--- src/rtl/seg_pkg.sv ---
// Shared segment-display constants used by the segment decoder and the scan driver.
package seg_pkg;

    localparam logic [8:0] SEG_ZERO  = 9'h03f;
    localparam logic [8:0] SEG_BLANK = 9'h000;

    localparam logic SLOT_UNITS = 1'b0;
    localparam logic SLOT_TENS  = 1'b1;

    localparam logic [1:0] DIG_OFF   = 2'b11;
    localparam logic [1:0] DIG_UNITS = 2'b10;
    localparam logic [1:0] DIG_TENS  = 2'b01;

    // Active-low digit select for the digit being scanned.
    function automatic logic [1:0] dig_select(input logic slot);
        return (slot == SLOT_TENS) ? DIG_TENS : DIG_UNITS;
    endfunction

endpackage

--- src/rtl/seg_scan_driver_timebase.sv ---
// Scan timing for the two-digit display: slot counter, PWM sub-slot index,
// digit slot, frame counter and free-running blink phase.
module scan_timebase
    import seg_pkg::*;
#(
    parameter int CLK_HZ       = 12000000,
    parameter int SCAN_HZ      = 1000,
    parameter int DEAD_CYC     = 12,
    parameter int BLINK_FRAMES = 250
) (
    input  logic       clk,
    input  logic       rst,
    output logic       frame_start,
    output logic       dead,
    output logic [3:0] sub_idx,
    output logic       slot,
    output logic       blink_ph
);

    localparam int SLOT_CYC = CLK_HZ / SCAN_HZ;
    localparam int SUB_CYC  = SLOT_CYC / 16;
    localparam int SLOT_W   = (SLOT_CYC > 1) ? $clog2(SLOT_CYC) : 1;
    localparam int SUB_W    = (SUB_CYC > 1) ? $clog2(SUB_CYC) : 1;
    localparam int FRAME_W  = (BLINK_FRAMES > 1) ? $clog2(BLINK_FRAMES) : 1;

    if ((SLOT_CYC % 16) != 0 || SLOT_CYC <= DEAD_CYC) begin : g_bad_cfg
        $error("scan_timebase: CLK_HZ/SCAN_HZ must be a multiple of 16 and exceed DEAD_CYC");
    end

    logic [SLOT_W-1:0]  slot_cnt;
    logic [SUB_W-1:0]   sub_cnt;
    logic [FRAME_W-1:0] frame_cnt;
    logic               slot_wrap;
    logic               sub_wrap;
    logic               frame_wrap;

    assign slot_wrap   = (slot_cnt == SLOT_W'(SLOT_CYC - 1));
    assign sub_wrap    = (sub_cnt == SUB_W'(SUB_CYC - 1));
    assign frame_wrap  = (frame_cnt == FRAME_W'(BLINK_FRAMES - 1));
    assign frame_start = (slot == SLOT_UNITS) && (slot_cnt == '0);
    assign dead        = (slot_cnt < SLOT_W'(DEAD_CYC));

    always_ff @(posedge clk) begin
        if (rst) begin
            slot_cnt  <= '0;
            sub_cnt   <= '0;
            sub_idx   <= '0;
            slot      <= SLOT_UNITS;
            frame_cnt <= '0;
            blink_ph  <= 1'b0;
        end else begin
            if (slot_wrap) begin
                slot_cnt <= '0;
                sub_cnt  <= '0;
                sub_idx  <= '0;
                slot     <= ~slot;
            end else begin
                slot_cnt <= slot_cnt + 1'b1;
                if (sub_wrap) begin
                    sub_cnt <= '0;
                    sub_idx <= sub_idx + 1'b1;
                end else begin
                    sub_cnt <= sub_cnt + 1'b1;
                end
            end
            // Leaving the tens slot is the edge into the next frame.
            if (slot_wrap && slot == SLOT_TENS) begin
                if (frame_wrap) begin
                    frame_cnt <= '0;
                    blink_ph  <= ~blink_ph;
                end else begin
                    frame_cnt <= frame_cnt + 1'b1;
                end
            end
        end
    end

endmodule

--- src/rtl/seg_scan_driver.sv ---
// Two-digit multiplexed 7-segment driver: per-frame pattern capture, dead time,
// PWM brightness, leading-zero blanking and blinking, with registered outputs.
module seg_scan_driver
    import seg_pkg::*;
#(
    parameter int CLK_HZ       = 12000000,
    parameter int SCAN_HZ      = 1000,
    parameter int DEAD_CYC     = 12,
    parameter int BLINK_FRAMES = 250
) (
    input  logic       clk,
    input  logic       rst,
    input  logic [8:0] led_1,
    input  logic [8:0] led_2,
    input  logic [3:0] bright,
    input  logic       blank_lz,
    input  logic       blink_en,
    output logic [8:0] seg_out,
    output logic [1:0] dig_n
);

    logic       frame_start;
    logic       dead;
    logic [3:0] sub_idx;
    logic       slot;
    logic       blink_ph;

    scan_timebase #(
        .CLK_HZ      (CLK_HZ),
        .SCAN_HZ     (SCAN_HZ),
        .DEAD_CYC    (DEAD_CYC),
        .BLINK_FRAMES(BLINK_FRAMES)
    ) u_timebase (
        .clk        (clk),
        .rst        (rst),
        .frame_start(frame_start),
        .dead       (dead),
        .sub_idx    (sub_idx),
        .slot       (slot),
        .blink_ph   (blink_ph)
    );

    logic [8:0] u_pat;
    logic [8:0] t_pat;
    logic [8:0] u_cur;
    logic [8:0] t_cur;
    logic       lit;
    logic [8:0] seg_p0;
    logic [1:0] dig_p0;
    logic [8:0] seg_p1;
    logic [1:0] dig_p1;

    // Stage p0: on the frame-start cycle the latches are still loading, so
    // use the incoming patterns directly.
    always_comb begin
        u_cur  = frame_start ? led_1 : u_pat;
        t_cur  = frame_start ? led_2 : t_pat;
        lit    = !dead
               && (sub_idx <= bright)
               && !(blink_en && blink_ph)
               && !(slot == SLOT_TENS && blank_lz && t_cur == SEG_ZERO);
        seg_p0 = SEG_BLANK;
        dig_p0 = DIG_OFF;
        if (lit) begin
            dig_p0 = dig_select(slot);
            seg_p0 = (slot == SLOT_TENS) ? t_cur : u_cur;
        end
    end

    // Stage p1: registered segment bus and digit selects.
    always_ff @(posedge clk) begin
        if (rst) begin
            u_pat  <= SEG_BLANK;
            t_pat  <= SEG_BLANK;
            seg_p1 <= SEG_BLANK;
            dig_p1 <= DIG_OFF;
        end else begin
            if (frame_start) begin
                u_pat <= led_1;
                t_pat <= led_2;
            end
            seg_p1 <= seg_p0;
            dig_p1 <= dig_p0;
        end
    end

    assign seg_out = seg_p1;
    assign dig_n   = dig_p1;

endmodule

--- config.mk ---
export PLATFORM = sky130hd
export DESIGN_NAME = seg_scan_driver
export DESIGN_NICKNAME = d
export VERILOG_FILES = /design/src/rtl/seg_pkg.sv /design/src/rtl/seg_scan_driver_timebase.sv /design/src/rtl/seg_scan_driver.sv
export SDC_FILE = /design/constraint.sdc
export NUM_CORES = 1
export LEC_CHECK = 0
export ABC_AREA = 1
export ABC_CLOCK_PERIOD_IN_PS = 1800
export CAP_MARGIN = 15
export CORE_MARGIN = 1.5
export CORE_UTILIZATION = 50
export CTS_CLUSTER_DIAMETER = 200
export DETAILED_ROUTE_END_ITERATION = 7
export GPL_ROUTABILITY_DRIVEN = 0
export HOLD_SLACK_MARGIN = 0.15
export PLACE_DENSITY = 0.75
export SLEW_MARGIN = 10
export SYNTH_ARGS = -nofsm -noshare
export SYNTH_HDL_FRONTEND = slang
export SYNTH_HIERARCHICAL = 1
export SYNTH_SLANG_ARGS = --single-unit
--- constraint.sdc ---
create_clock -name clk -period 1.8 [get_ports clk]
set_clock_uncertainty 0.1 [all_clocks]
set_input_delay 0.27 -clock clk [delete_from_list [all_inputs] [get_ports clk]]
set_output_delay 0.27 -clock clk [all_outputs]
set_load 0.05 [all_outputs]
==> results of run 1 <==
-- metrics by stage --
| stage | setup slack, ps | utilization | cells |
|---|---|---|---|
| after detailed placement | -175 | 0.636 | 603 |
| after floorplan | -21.8 | - | 450 |
| after CTS | -143 | 0.686 | 623 |
| final | -193 | 0.701 | 624 |
| after global routing | -297 | 0.701 | 624 |
| after global placement | -92.1 | 0.636 | 603 |
-- registers in the layout, summed over array words and instances, names as in the netlist, 2 cells and up --
signal and flops:
dig_n 2, seg_out 9, u_timebase/slot_cnt 14, t_pat 9
u_timebase/sub_cnt 10, u_pat 9, u_timebase/frame_cnt 8, u_timebase/sub_idx 4
-- cells in the final DEF, fill, tap and decap left out, drive strengths merged --
master         count
ha                11
inv               60
nand2            124
mux2i              1
nand3             28
clkdlybuf4s50     25
nor3b              2
o21ai             21
nor2              69
dfxtp             67
o31ai              1
or2               10
buf               59
bufinv             1
dlygate4sd2        4
xor2               4
clkbuf            10
nand4              3
nor4               2
a21oi             28
nand3b             1
clkinv             4
nor3               5
clkinvlp           2
xnor2              5
-- cell families after synthesis --
kind of cell    after synthesis  synth area share
simple gates                243             0.354
buf+inv                      69            0.0889
flops                        67             0.411
compound gates               50            0.0774
fa+ha+maj                    11            0.0421
xor+xnor                      9            0.0241
mux                           1           0.00306
-- timing repair --
action                                  CTS  global route
setup buffers                             2             1
endpoints found under the hold margin     0             0
gates cloned                              2             0
endpoints found under the setup margin   22            28
resized for setup                        39            18
pin swaps                                11             7
-- routing by layer --
layer | vias up | global-route usage
li1 | 1590 | -
met1 | 1412 | 0.274
met2 | 77 | 0.373
met3 | 11 | 0.0326
met4 | 0 | 0.0999
met5 | - | 0
-- how the worst min path moves through the flow --
stage                                         start                                    to  slack, ps  depth (start not counted)
4_1_cts        u_timebase/frame_cnt[5]$_SDFFE_PP0P_  u_timebase/frame_cnt[5]$_SDFFE_PP0P_        370                          2
3_3_place_gp       u_timebase/sub_cnt[9]$_SDFF_PP0_      u_timebase/sub_cnt[9]$_SDFF_PP0_        350                          2
6_report       u_timebase/frame_cnt[5]$_SDFFE_PP0P_  u_timebase/frame_cnt[5]$_SDFFE_PP0P_        370                          2
5_1_grt            u_timebase/sub_cnt[9]$_SDFF_PP0_      u_timebase/sub_cnt[9]$_SDFF_PP0_        400                          2
2_1_floorplan                              led_1[7]                   u_pat[7]$_SDFF_PP0_        340                          2
3_5_place_dp   u_timebase/frame_cnt[5]$_SDFFE_PP0P_  u_timebase/frame_cnt[5]$_SDFFE_PP0P_        360                          2
-- area by class of cell --
type                       instances  area share
clock buffer                      10      0.0311
clock inverter                     6      0.0144
inverter                          61      0.0534
multi-input combinational        315       0.408
sequential                        67       0.304
tap                               77      0.0218
timing repair buffer              88       0.167
-- critical path, stage by stage, from the launching register on --
cell,delay [ps]
dfxtp_2,340
nor4_4,330
nand3_2,170
nor2_4,150
buf_6,160
inv_8,70
nand2_4,80
nand3_4,70
nor2_4,130
nand3_4,130
nand2_4,120
nor2_1,40
-- power groups by stage --
| stage | logic (mW) | registers (mW) | clock network, mW |
|---|---|---|---|
| after floorplan | 0.245 | 1.59 | 0 |
| after global placement | 0.445 | 1.59 | 0 |
| after detailed placement | 0.456 | 1.59 | 0 |
| after CTS | 0.514 | 1.56 | 1.29 |
| after global routing | 0.601 | 1.56 | 1.35 |
| final | 0.546 | 1.56 | 1.27 |
==> impl_metrics.csv, run 1 <==
group,metric,value,unit
setup_path,crit_required,1950,ps
clock_network,cts.path.max_buffers,2,
setup_path,crit_end,"seg_out[6]$_SDFF_PP0_",
worst_hold_path,worstHoldPathType,"reg -> reg",
run_status,status,"complete, but fails checks",
cells_and_area,final_layout_size_suffix_gt1_frac,0.267,
cells_and_area,multi_input_area,1810,sq um
synth,syn-cell-area,3270,sq um
synth,syn_nets,487,
power,p_sw,884,uW
cells_and_area,antenna_cells,0,
place,dpl_cell_area,4010,sq um
synth,async_flop_share,0,
power,cellPowerDensity,763,nW/um^2
route,met3_length,314,microns
power,p_sw_frac,0.262,
timing,fin_crit,1990,ps
timing,hold_violations,0,
route,drt-initial-drc-count,163,
cells_and_area,num-fill-cells,505,
clock_network,insertion_delay,350,ps
floorplan,initial_core_util,0.517,
synth,ys_ff_latch,67,
cells_and_area,final_area,4430,sq um
global_routing,grt-ovfl-total,0,
timing,fin_ws,-193,ps
floorplan,core_area,6310,sq um
route,dr.pass1.iters,4,
power,internal-power,2.49,mW
clock_network,cts_max_level,3,
run_status,failed_checks,"setup timing",
place,dpl.hpwl,5.23,mm
cells_and_area,layout.nets,579,
place,io_buffer_count,36,
route,top_layer,"met4",
clock_network,ctsHoldBuffers,0,
synth,ys_seq_area_frac,0.411,
power,pwr-share-comb,0.162,
power,power,3.38,mW
synth,syn_avg_cell_area,7.26,sq um
floorplan,die_area,7030,sq um
route,routed_wl,7.63,mm
timing,worst_slew_pin_slew,485,ps
clock_network,cts.clk_slew.worst_paths,70,ps
floorplan,die_h,83.8,microns
synth,ys_top_cells_by_area,"dfxtp_1 (41%), nand2_1 (13%), nor2_1 (7.2%)",
power,power.leakage,1.98,nW
timing,worst_hold_slack,367,ps
power,power_frac_clock,0.376,
timing,slew_viol_final,0,
synth,yosys.cell_count.top_type,"nand2_1",
setup_path,r2r_start,"u_timebase/slot_cnt[5]$_SDFF_PP0_",
synth,yosysUniqueCellTypes,35,
global_routing,grt_use_total,0.219,
power,vdd_drop_max,475,uV
setup_path,start_kind,"register",
synth,synthTopCellsByCount,"nand2_1 (112), dfxtp_1 (67), nor2_1 (63)",
run,max_cap_viol_count,0,
global_routing,antenna_found_initial,0,
timing,relSlewSlack,0.678,
synth,synth_top_area_share,0.411,
power,pwr-share-seq,0.462,
setup_path,reg2regPathDepth,11,
cells_and_area,syn_to_final_growth,35.5,%
synth,synth_edf_count,0,
route,routed-via-count,3090,
setup_path,setup.worst_path.start,"u_timebase/slot_cnt[5]$_SDFF_PP0_",
setup_path,r2r_end,"seg_out[6]$_SDFF_PP0_",
clock_network,cts_buffers,9,
timing,setup_viol,18,
synth,synthCells,450,
timing,min_period_over_period,1.11,
setup_path,crit_type,"reg -> reg",
floorplan,io_pins,37,
clock_network,cts_root_buffer,"clkbuf_8",
route,dr_wl_met2,3.78,mm
route,routed_via_density,4.95,
timing,timing.fmax,0.502,GHz
timing,grt_setup_unrepaired,"true",
global_routing,grt_pass1_wl,12.5,mm
timing,tns,-2390,ps
synth,synth_top_cell_by_area,"dfxtp_1",
setup_path,critPathArrivalTime,2140,ps
route,wirelength_met1,3.40,mm
route,ant_nets,0,
setup_path,reg2reg_slack,-190,ps
route,wl_per_cell,12.2,microns
global_routing,grt_max_degree,22,
clock_network,cts.sinks,67,
clock_network,cts_tree,"yes",
global_routing,grt_pass1_vias,2932,
synth,synthFlopType,"dfxtp_1",
setup_path,path_max_fanout,14,
synth,yosys_warnings,6,
floorplan,num_rows,29,
route,drc,0,
floorplan,die_x,83.8,microns
setup_path,endpoint_kind,"register",
cells_and_area,seqCellArea,1350,sq um
(Power assumes the default switching activity.)
==> run 2, diff against run 1 <==
Settings changed: CORE_MARGIN 1.5 to 5.
==> impl_metrics.csv, run 2 (synthesis gave the netlist of run 1 again) <==
group,metric,value,unit
power,vdd_drop_max,506,uV
run_status,failed_checks,"setup timing",
timing,min_period_over_period,1.09,
floorplan,die_x,90.8,microns
floorplan,die_h,90.8,microns
cells_and_area,antenna_cells,0,
global_routing,grt_max_degree,22,
floorplan,num_rows,29,
worst_hold_path,hold_path.startpoint,"u_timebase/sub_cnt[9]$_SDFF_PP0_",
setup_path,reg2regPathDepth,11,
worst_hold_path,hold_depth,2,
cells_and_area,final_common_cell,"nand2_1",
timing,timing.fmax,0.511,GHz
setup_path,crit_path_cell_trace,"nor4_2, nand3_1, nor2_2, buf_6, nand2_1, nand2_2, nand2_2, nor2_4, nand3_4, buf_6, nand3_2",
clock_network,cts.sinks,67,
cells_and_area,syn_to_final_growth,34.4,%
setup_path,crit_buf_inv,2,
timing,relSlewSlack,0.798,
route,routed-via-count,3034,
place,io_buffer_count,36,
route,routed_via_density,4.91,
timing,slew_viol_final,0,
setup_path,reg2reg_slack,-160,ps
setup_path,slowest_delay,320,ps
setup_path,slowest_stage,"dfxtp_2",
global_routing,grt_use_total,0.178,
cells_and_area,largest_reg_flops,14,
setup_path,crit_type,"reg -> reg",
setup_path,start_kind,"register",
route,drc,0,
cells_and_area,regMostFlops,"u_timebase/slot_cnt",
timing,worst_slew_pin_slew,303,ps
timing,hold_violations,0,
clock_network,cts_max_level,3,
setup_path,path_max_fanout,5,
route,ant_nets,0,
setup_path,critPathArrivalTime,2130,ps
setup_path,crit_required,1970,ps
clock_network,insertion_delay,330,ps
floorplan,initial_core_util,0.514,
global_routing,grt_pass1_wl,12.2,mm
route,routed_wl,7.56,mm
floorplan,io_pins,37,
cells_and_area,fin_cells,618,
setup_path,setup.worst_path.start,"u_timebase/slot_cnt[11]$_SDFF_PP0_",
power,power,3.30,mW
worst_hold_path,worstHoldPathType,"reg -> reg",
clock_network,ctsHoldBuffers,0,
global_routing,grt_pass1_vias,2837,
place,dp_cells,599,
run_status,status,"complete, but fails checks",
power,power.leakage,1.92,nW
route,dr.pass1.iters,4,
floorplan,die_area,8250,sq um
worst_hold_path,min_to,"u_timebase/sub_cnt[9]$_SDFF_PP0_",
cells_and_area,final_layout_size_suffix_gt1_frac,0.283,
clock_network,cts.clk_slew.worst_paths,70,ps
cells_and_area,final_cell_mix,"nand2_1 (92), dfxtp_1 (64), nor2_1 (59), inv_1 (55), buf_4 (54)",
clock_network,cts_buffers,9,
timing,tns,-1820,ps
timing,setup_viol,15,
timing,fin_crit,1960,ps
clock_network,cts.path.max_buffers,2,
cells_and_area,reg.largest.list,"u_timebase/slot_cnt: 14 flops, u_timebase/sub_cnt: 10 flops",
cells_and_area,final_core_util,0.692,
timing,fin_ws,-158,ps
power,cellPowerDensity,752,nW/um^2
setup_path,r2r_start,"u_timebase/slot_cnt[11]$_SDFF_PP0_",
setup_path,r2r_end,"dig_n[0]$_SDFF_PP1_",
run,max_cap_viol_count,0,
global_routing,grt-ovfl-total,0,
place,place_ws,-214,ps
route,wl_per_cell,12.2,microns
setup_path,cp_top_family,"simple AND/OR/NAND/NOR gates",
place,dpl.hpwl,5.30,mm
floorplan,core_area,6350,sq um
timing,grt_setup_unrepaired,"true",
global_routing,antenna_found_initial,0,
clock_network,cts_root_buffer,"clkbuf_8",
clock_network,cts_tree,"yes",
route,drt-initial-drc-count,88,
setup_path,endpoint_kind,"register",
cells_and_area,layout.nets,575,
==> run 2: cell count changes in the layout (fill, tap and decap cells not counted), sizes merged <==
cell and delta:
dlygate4sd2 -4, clkbuf +3, clkinv -2, bufinv -1, clkinvlp -1, inv -1
==> run 2: what timing repair did <==
action                     CTS  global route
resized for setup           26            38
setup buffers                3             0
gates cloned                 2             0
pin swaps                    1             9
setup endpoints to repair   15            25
hold endpoints to repair     0             0
==> run 2: worst min-delay path, cell delays in order (launching register included) <==
cell and delay (ps):
dfxtp_1 310, nand2_1 60, a21oi_1 60
==> run 2: worst max path at each step <==
stage                            end  slack [ps]  depth (start not counted)
6_report         dig_n[0]$_SDFF_PP1_        -160                         11
4_1_cts        seg_out[7]$_SDFF_PP0_        -140                         11
3_3_place_gp   seg_out[0]$_SDFF_PP0_        -130                         11
5_1_grt        seg_out[1]$_SDFF_PP0_        -290                         11
3_5_place_dp   seg_out[8]$_SDFF_PP0_        -210                         11
2_1_floorplan  seg_out[0]$_SDFF_PP0_         -20                         12
==> run 2: layer usage <==
metal  vias to the layer above  share of wire  track usage
met5                         -              0            0
met4                         0          0.011       0.0733
met3                         8          0.052       0.0483
met2                        69           0.49        0.295
met1                      1374           0.44        0.217
li1                       1583              -            -
==> run 2: final cells by class <==
| cell class | count | area (sq um) |
|---|---|---|
| multi-input cells | 315 | 1820 |
| clock buffers | 13 | 179 |
| fillers | 475 | 1960 |
| repair buffers | 84 | 712 |
| inverters | 61 | 236 |
| well taps | 77 | 96.3 |
| clock inverters | 1 | 7.51 |
| flip-flops and latches | 67 | 1350 |
==> run 2: through the flow <==
| stage | instance area, sq um | hold slack (ps) |
|---|---|---|
| floorplan | 3270 | 337 |
| global placement | 3970 | 353 |
| detailed placement | 3970 | 368 |
| CTS | 4270 | 378 |
| global route | 4390 | 404 |
| finish | 4390 | 372 |
==> run 2: power by group <==
part	total (mW)	leakage, nW	switching (mW)	internal [mW]
registers	1.56	0.546	0.0266	1.54
clock network	1.18	0.0936	0.542	0.636
logic	0.561	1.28	0.284	0.277
==> run 3, diff against run 2 <==
Settings changed: CORE_UTILIZATION 50 to 45, PLACE_DENSITY 0.75 to 0.69.
==> impl_metrics.csv, run 3 (synthesis gave the netlist of run 1 again) <==
group,metric,value,unit
setup_path,endpoint_kind,"register",
floorplan,die_x,95.2,microns
setup_path,critPathArrivalTime,2090,ps
cells_and_area,final_core_util,0.634,
timing,grt_setup_unrepaired,"true",
timing,setup_viol,18,
worst_hold_path,worstHoldPathType,"reg -> reg",
timing,worst_slew_pin_slew,384,ps
power,vdd_drop_max,443,uV
run_status,status,"complete, but fails checks",
clock_network,cts_max_level,3,
clock_network,cts_root_buffer,"clkbuf_8",
power,power.leakage,2.02,nW
timing,slew_viol_final,0,
route,routed_wl,7.71,mm
setup_path,crit_required,1940,ps
cells_and_area,final_layout_size_suffix_gt1_frac,0.303,
route,ant_nets,0,
cells_and_area,num-fill-cells,599,
global_routing,grt_max_degree,22,
setup_path,start_kind,"register",
route,met3_length,290,microns
timing,hold_violations,0,
timing,fin_ws,-146,ps
run_status,failed_checks,"setup timing",
power,power,3.39,mW
floorplan,die_area,9060,sq um
place,io_buffer_count,36,
route,wirelength_met1,3.39,mm
clock_network,ctsHoldBuffers,0,
clock_network,cts_buffers,9,
timing,tns,-1770,ps
route,dr_wl_met2,3.90,mm
cells_and_area,layout.nets,586,
place,dpl.hpwl,5.51,mm
route,routed-via-count,3060,
cells_and_area,final_common_cell,"nand2_1",
timing,relSlewSlack,0.742,
global_routing,grt_pass1_wl,12.6,mm
route,drt-initial-drc-count,115,
timing,min_period_over_period,1.08,
clock_network,cts_tree,"yes",
setup_path,path_max_fanout,6,
setup_path,reg2reg_slack,-150,ps
timing,timing.fmax,0.514,GHz
cells_and_area,largest_reg_flops,14,
route,top_layer,"met4",
clock_network,cts.path.max_buffers,2,
worst_hold_path,hold_depth,2,
power,cellPowerDensity,746,nW/um^2
setup_path,reg2regPathDepth,11,
timing,fin_crit,1950,ps
cells_and_area,regMostFlops,"u_timebase/slot_cnt",
route,drc,0,
floorplan,io_pins,37,
floorplan,initial_core_util,0.455,
route,wl_per_cell,11.8,microns
clock_network,cts.sinks,67,
setup_path,r2r_end,"seg_out[3]$_SDFF_PP0_",
global_routing,grt-ovfl-total,0,
cells_and_area,reg.largest.list,"u_timebase/slot_cnt: 14 flops, u_timebase/sub_cnt: 10 flops",
route,routed_via_density,4.69,
cells_and_area,final_cell_mix,"nand2_1 (91), dfxtp_1 (64), buf_4 (64), nor2_1 (57), inv_1 (55)",
route,dr.pass1.iters,4,
global_routing,grt_use_total,0.177,
floorplan,num_rows,31,
cells_and_area,antenna_cells,0,
setup_path,r2r_start,"u_timebase/slot_cnt[11]$_SDFF_PP0_",
global_routing,grt_pass1_vias,2895,
worst_hold_path,min_to,"u_timebase/frame_cnt[5]$_SDFFE_PP0P_",
worst_hold_path,hold_path.startpoint,"u_timebase/frame_cnt[5]$_SDFFE_PP0P_",
setup_path,crit_type,"reg -> reg",
floorplan,core_area,7180,sq um
clock_network,cts.clk_slew.worst_paths,80,ps
clock_network,insertion_delay,340,ps
run,max_cap_viol_count,0,
place,place_ws,-245,ps
cells_and_area,syn_to_final_growth,39.3,%
global_routing,antenna_found_initial,0,
floorplan,die_h,95.2,microns
==> run 3: critical path: stages, from the launching register on <==
cell	delay (ps)
dfxtp_2	340
nor4_4	320
nand3_2	150
nor2_4	170
buf_8	170
inv_8	60
nand2_4	60
nand3_2	90
nor2_4	120
nand3_4	120
nand2_4	100
nor2_1	50
==> run 3: area by class of cell <==
type	instances	area (sq um)	area share
sequential	67	1350	0.296
clock inverter	5	53.8	0.0118
inverter	61	236	0.0520
timing repair inverter	1	8.76	0.00193
multi-input combinational	315	1860	0.409
timing repair buffer	94	791	0.174
tap	99	124	0.0272
clock buffer	11	131	0.0289
==> run 3: power by group <==
part / internal, mW / switching, mW / total, mW
Combinational: 0.318 / 0.293 / 0.611
Sequential: 1.54 / 0.0272 / 1.56
Clock: 0.636 / 0.582 / 1.22
==> run 3: metal layers <==
metal,GRT usage,vias up
met5,0,-
met4,0.0721,0
met3,0.0418,12
met2,0.297,59
met1,0.216,1390
li1,-,1599
==> run 3: worst max path at each step <==
stage                                       end  depth (start not counted)  slack (ps)                          startpoint
final                     seg_out[3]$_SDFF_PP0_                         11        -150  u_timebase/slot_cnt[11]$_SDFF_PP0_
after floorplan           seg_out[0]$_SDFF_PP0_                         12         -20   u_timebase/slot_cnt[6]$_SDFF_PP0_
after CTS                 seg_out[6]$_SDFF_PP0_                         11        -150  u_timebase/slot_cnt[11]$_SDFF_PP0_
after global routing      seg_out[7]$_SDFF_PP0_                         11        -270   u_timebase/slot_cnt[7]$_SDFF_PP0_
after global placement    seg_out[3]$_SDFF_PP0_                         10        -110  u_timebase/slot_cnt[11]$_SDFF_PP0_
after detailed placement  seg_out[6]$_SDFF_PP0_                         11        -250  u_timebase/slot_cnt[11]$_SDFF_PP0_
==> run 3: timing repair <==
| item | 4_1_cts | 5_1_grt |
|---|---|---|
| pin swaps | 8 | 9 |
| cloned | 3 | 0 |
| setup buffers | 7 | 0 |
| endpoints found under the setup margin | 18 | 26 |
| resized for setup | 43 | 35 |
==> run 3: metrics by stage <==
stage          hold slack, ps  instances  instance area [sq um]
2_1_floorplan             337        450                   3270
3_3_place_gp              352        628                   4050
3_5_place_dp              361        628                   4050
4_1_cts                   374        653                   4420
5_1_grt                   409        653                   4550
6_report                  373        653                   4550
